`src/rtl/main_control_fsm.sv`:
```
`default_nettype none
// ============================================================================
// Module   : main_control_fsm
// Brief    : Multicycle MIPS main control: opcode-driven state sequencer with
//            mem_ready handshake and retired-instruction counter.
// Revision : 1.0 - initial release
// ============================================================================
module main_control_fsm #(
   parameter int RETIRE_W = 32
) (
   input  logic                clk,
   input  logic                rst,
   input  logic [5:0]          opcode,
   input  logic                mem_ready,
   output logic                mem_read,
   output logic                mem_write,
   output logic                iord,
   output logic                ir_write,
   output logic                pc_write,
   output logic                branch,
   output logic [1:0]          pc_src,
   output logic                reg_write,
   output logic                reg_dst,
   output logic                mem_to_reg,
   output logic                alu_src_a,
   output logic [1:0]          alu_src_b,
   output logic [1:0]          alu_op,
   output logic                illegal_op,
   output logic [3:0]          state,
   output logic [RETIRE_W-1:0] retired
);

   typedef enum logic [3:0] {
      S_FETCH   = 4'd0,
      S_DECODE  = 4'd1,
      S_MEMADR  = 4'd2,
      S_MEMRD   = 4'd3,
      S_MEMWB   = 4'd4,
      S_MEMWR   = 4'd5,
      S_EXECUTE = 4'd6,
      S_ALUWB   = 4'd7,
      S_BRANCH  = 4'd8,
      S_ADDIEX  = 4'd9,
      S_ADDIWB  = 4'd10,
      S_JUMP    = 4'd11
   } state_t;

   localparam logic [5:0] c_OP_RTYPE = 6'b000000;
   localparam logic [5:0] c_OP_LW    = 6'b100011;
   localparam logic [5:0] c_OP_SW    = 6'b101011;
   localparam logic [5:0] c_OP_BEQ   = 6'b000100;
   localparam logic [5:0] c_OP_ADDI  = 6'b001000;
   localparam logic [5:0] c_OP_J     = 6'b000010;

   state_t              r_state;
   state_t              w_next;
   logic                w_retire;
   logic [RETIRE_W-1:0] r_retired;

   always_ff @(posedge clk or posedge rst) begin
      if (rst) begin
         r_state   <= S_FETCH;
         r_retired <= '0;
      end else begin
         r_state <= w_next;
         if (w_retire)
            r_retired <= r_retired + 1'b1;
      end
   end

   always_comb begin
      w_next     = r_state;
      w_retire   = 1'b0;
      mem_read   = 1'b0;
      mem_write  = 1'b0;
      iord       = 1'b0;
      ir_write   = 1'b0;
      pc_write   = 1'b0;
      branch     = 1'b0;
      pc_src     = 2'b00;
      reg_write  = 1'b0;
      reg_dst    = 1'b0;
      mem_to_reg = 1'b0;
      alu_src_a  = 1'b0;
      alu_src_b  = 2'b00;
      alu_op     = 2'b00;
      illegal_op = 1'b0;

      case (r_state)
         S_FETCH: begin
            mem_read  = 1'b1;
            alu_src_b = 2'b01;
            ir_write  = mem_ready;
            pc_write  = mem_ready;
            if (mem_ready)
               w_next = S_DECODE;
         end
         S_DECODE: begin
            alu_src_b = 2'b11;
            case (opcode)
               c_OP_LW, c_OP_SW: w_next = S_MEMADR;
               c_OP_RTYPE:       w_next = S_EXECUTE;
               c_OP_BEQ:         w_next = S_BRANCH;
               c_OP_ADDI:        w_next = S_ADDIEX;
               c_OP_J:           w_next = S_JUMP;
               default: begin
                  w_next     = S_FETCH;
                  illegal_op = 1'b1;
               end
            endcase
         end
         S_MEMADR: begin
            alu_src_a = 1'b1;
            alu_src_b = 2'b10;
            w_next    = (opcode == c_OP_LW) ? S_MEMRD : S_MEMWR;
         end
         S_MEMRD: begin
            mem_read = 1'b1;
            iord     = 1'b1;
            if (mem_ready)
               w_next = S_MEMWB;
         end
         S_MEMWB: begin
            reg_write  = 1'b1;
            mem_to_reg = 1'b1;
            w_next     = S_FETCH;
            w_retire   = 1'b1;
         end
         S_MEMWR: begin
            iord      = 1'b1;
            mem_write = 1'b1;
            if (mem_ready) begin
               w_next   = S_FETCH;
               w_retire = 1'b1;
            end
         end
         S_EXECUTE: begin
            alu_src_a = 1'b1;
            alu_op    = 2'b10;
            w_next    = S_ALUWB;
         end
         S_ALUWB: begin
            reg_write = 1'b1;
            reg_dst   = 1'b1;
            w_next    = S_FETCH;
            w_retire  = 1'b1;
         end
         S_BRANCH: begin
            alu_src_a = 1'b1;
            alu_op    = 2'b01;
            branch    = 1'b1;
            pc_src    = 2'b01;
            w_next    = S_FETCH;
            w_retire  = 1'b1;
         end
         S_ADDIEX: begin
            alu_src_a = 1'b1;
            alu_src_b = 2'b10;
            w_next    = S_ADDIWB;
         end
         S_ADDIWB: begin
            reg_write = 1'b1;
            w_next    = S_FETCH;
            w_retire  = 1'b1;
         end
         S_JUMP: begin
            pc_write = 1'b1;
            pc_src   = 2'b10;
            w_next   = S_FETCH;
            w_retire = 1'b1;
         end
         default: w_next = S_FETCH;
      endcase

      // The state register is already FETCH under reset; suppress its strobes.
      if (rst) begin
         mem_read   = 1'b0;
         mem_write  = 1'b0;
         ir_write   = 1'b0;
         pc_write   = 1'b0;
         branch     = 1'b0;
         reg_write  = 1'b0;
         illegal_op = 1'b0;
      end
   end

   assign state   = r_state;
   assign retired = r_retired;

endmodule
`default_nettype wire

```
`config.mk`:
```
export PLATFORM = sky130hd
export DESIGN_NAME = main_control_fsm
export DESIGN_NICKNAME = d
export VERILOG_FILES = /design/src/rtl/main_control_fsm.sv
export SDC_FILE = /design/constraint.sdc
export NUM_CORES = 1
export LEC_CHECK = 0
export BUFFER_PORTS_ARGS = -buffer_cell sky130_fd_sc_hd__buf_2
export CORE_ASPECT_RATIO = 1.75
export CORE_MARGIN = 4
export CORE_UTILIZATION = 55
export CTS_CLUSTER_SIZE = 28
export DETAILED_ROUTE_END_ITERATION = 16
export PLACE_DENSITY = 0.87
export SYNTH_ARGS = -nofsm -noshare
export SYNTH_HDL_FRONTEND = slang
export SYNTH_SLANG_ARGS = --single-unit
```
`constraint.sdc`:
```
create_clock -name clk -period 2.29 [get_ports clk]
set_clock_uncertainty 0.05 [all_clocks]
set_input_delay 0.1145 -clock clk [delete_from_list [all_inputs] [get_ports clk]]
set_output_delay 0.1145 -clock clk [all_outputs]
set_load 0.02 [all_outputs]
```
==> impl_metrics.yaml <==
cells_and_area:
  final_common_cell: "buf_2"
  nets: 281
  syn2layout_area_growth_pct: 22.56
  fillers: 283
  layout_common_cells: "buf_2, dfrtp_1, xnor2_1"
  antennaDiodeCount: 0
  final_cell_count_no_fill: 318
  drive_gt1_frac: 0.2978
sta:
  fin_setup_tns_ns: 0
  worst_pin_slew_ns: 0.4299
  period_minus_slack_ns: 1.901
  fin_crit_sh: 0.8303
  rsz0062_at_grt: "no"
  maxSlewHeadroom: 0.7060
  setup_viol: 0
  layout_setup_ws_ns: 0.3886
  hold_viol: 0
  slew_violations: 0
  fmax_mhz: 525.9
grt:
  grt_max_degree: 37
  grt_overflow: 0
  grt_pass1_wl_mm: 8.155
  grt_pass1_vias: 1756
  grt_usage: 0.2265
  antenna_found_initial: 0
clocking:
  htreeDepth: 2
  insertion_delay_ns: 0.29
  cts_buffer_depth: 2
  path_clk_slew_ns: 0.07
  post_cts_resized: 0
  clock_sinks: 36
  cts_tree: "built"
  cts-root-buf: "clkbuf_8"
  cts_buffers: 5
floorplanning:
  start_util: 0.5681
  die_h_um: 88.58
  io_pins: 62
  dieArea_sq_um: 4787
  die_w_um: 54.05
  rows: 29
  core_sq_um: 3592
yosys:
  ys_warn_count: 0
  synthArstFlopShare: 1.000
  synth_seq_cells: 36
  syn-num-nets: 216
  synth_cell_types: 43
  syn-cell-area_sq_um: 2041
  seq_area_frac_synth: 0.4414
  syn_avg_cell_area_sq_um: 9.906
  synthCells: 206
  synth_flop_cell: "dfrtp_1"
  synth-edff-count: 0
critical_path:
  critPathSlowestCell: "dfrtp_1"
  start_kind: "flip-flop"
  required_ns: 2.41
  critPathMaxStageDelay_ns: 0.52
  crit_path_cell_trace: "nand2b_1 > a22oi_4 > nor3_4 > nand4_1 > xnor2_1"
  path_class: "flip-flop to flip-flop"
  path_max_fanout: 11
  arrival_ns: 2.02
  endpoint_kind: "flip-flop"
drt:
  drt-total-wl_mm: 4.809
  ant_nets: 0
  drt_iter0_markers: 46
  dr.pass1.iters: 4
  drc: 0
  vias: 1796
  viasPerCell: 5.648
  wl_per_cell_um: 15.12
run:
  cap_violations: 0
run_status:
  outcome: "complete, no violations"
power:
  leakagePower_nw: 1.286
  power.switching_w: 0.0005863
  max-vdd-ir-drop_uv: 460.8
  power_w: 0.001740
  power_frac_seq: 0.430
  p_int_w: 0.001154
  swShare: 0.3370
  power_density_nw_per_um2: 695.6
  p_comb_frac: 0.258
  p_clk_frac: 0.312
place:
  dp_worst_setup_slack_ns: 0.3923
  dp_hpwl_mm: 3.679
  dp.cells: 309
  io_buffer_count: 61
  place_congestion: 0.8746
min_path:
  hold_path.class: "input pin to flip-flop"
critical path, delay by kind of cell, from the launching register on:
kind | cells | cell delay, ns
compound gates | 1 | 0.13
xor+xnor | 1 | 0.15
flops | 1 | 0.52
simple gates | 3 | 0.93
layout make-up:
type	instances	area (sq um)	area share
well taps	46	57.56	0.02301
repair buffers	66	345.3	0.1381
clock inverters	2	35.03	0.01401
multi-input cells	156	1067	0.4267
inverters	6	22.52	0.009004
clock buffers	6	72.57	0.02901
flip-flops and latches	36	900.9	0.3602
sequential cells by signal, indices dropped and copies added (netlist names):
signal / cells
state: 4
retired: 32
cells in the mapped netlist (4+ instances only):
cell      n  share of area
nand2_1  11          0.020
dfrtp_1  36           0.44
a21oi_1   5          0.012
xor2_1    7          0.030
xnor2_1  26           0.11
nand3_1  17          0.042
nor2b_1   4          0.012
nor2_1   16          0.029
and3_1    7          0.021
inv_1     6          0.011
o21ai_0   8          0.020
nor3_1    7          0.017
nand4_1   9          0.028
nor4_1    5          0.015
metrics by stage:
step	instance area (sq um)	hold WS [ns]	util
6_report	2501	0.1163	0.6963
5_1_grt	2501	0.1416	0.6963
4_1_cts	2501	0.1118	0.6963
3_5_place_dp	2384	0.2792	0.6635
3_3_place_gp	2384	0.2741	0.6635
2_1_floorplan	2041	0.2401	-
per-layer routing:
layer / wire, um / GRT usage / vias up / part of all wire
li1: - / - / 859 / -
met1: 1766 / 0.2519 / 864 / 0.37
met2: 2682 / 0.4029 / 62 / 0.56
met3: 256 / 0.04047 / 11 / 0.053
met4: 103 / 0.1043 / 0 / 0.021
met5: 0 / 0 / - / 0
cell families (layout without fill, tap and decap cells):
family / count (synthesis) / in the layout / share of synthesized area
AND/OR/NAND/NOR: 98 / 98 / 0.2894
flip-flops: 36 / 36 / 0.4414
XOR/XNOR: 33 / 33 / 0.1416
AO/OA/AOI/OAI: 22 / 22 / 0.07542
buffers and inverters: 14 / 80 / 0.03556
multiplexers: 2 / 2 / 0.01042
adder cells (fa/ha/maj): 1 / 1 / 0.006130
timing repair:
item | CTS | global route
hold buffers | 1 | 0
hold endpoints to repair | 36 | 0
setup buffers | 0 | 0
worst paths after layout:
check,slack [ns],cells past startpoint,endpoint,start
min reg2reg,0.41,1,retired[31],retired[31]
min in group asynchronous,0.50,4,state[0],rst
min,0.12,4,state[3],opcode[4]
max in group asynchronous,1.36,4,retired[7],rst
max,0.39,5,retired[20],state[0]
max reg2reg,0.39,5,retired[20],state[0]
power by group through the flow:
stage / Combinational, W / Clock (W) / Sequential, W
2_1_floorplan: 0.000271 / 0 / 0.000792
3_3_place_gp: 0.000437 / 0 / 0.000754
3_5_place_dp: 0.000445 / 0 / 0.000759
4_1_cts: 0.000452 / 0.000552 / 0.000747
5_1_grt: 0.000488 / 0.000579 / 0.000754
6_report: 0.000450 / 0.000543 / 0.000747
No activity file was read; power rests on OpenSTA's default activity.
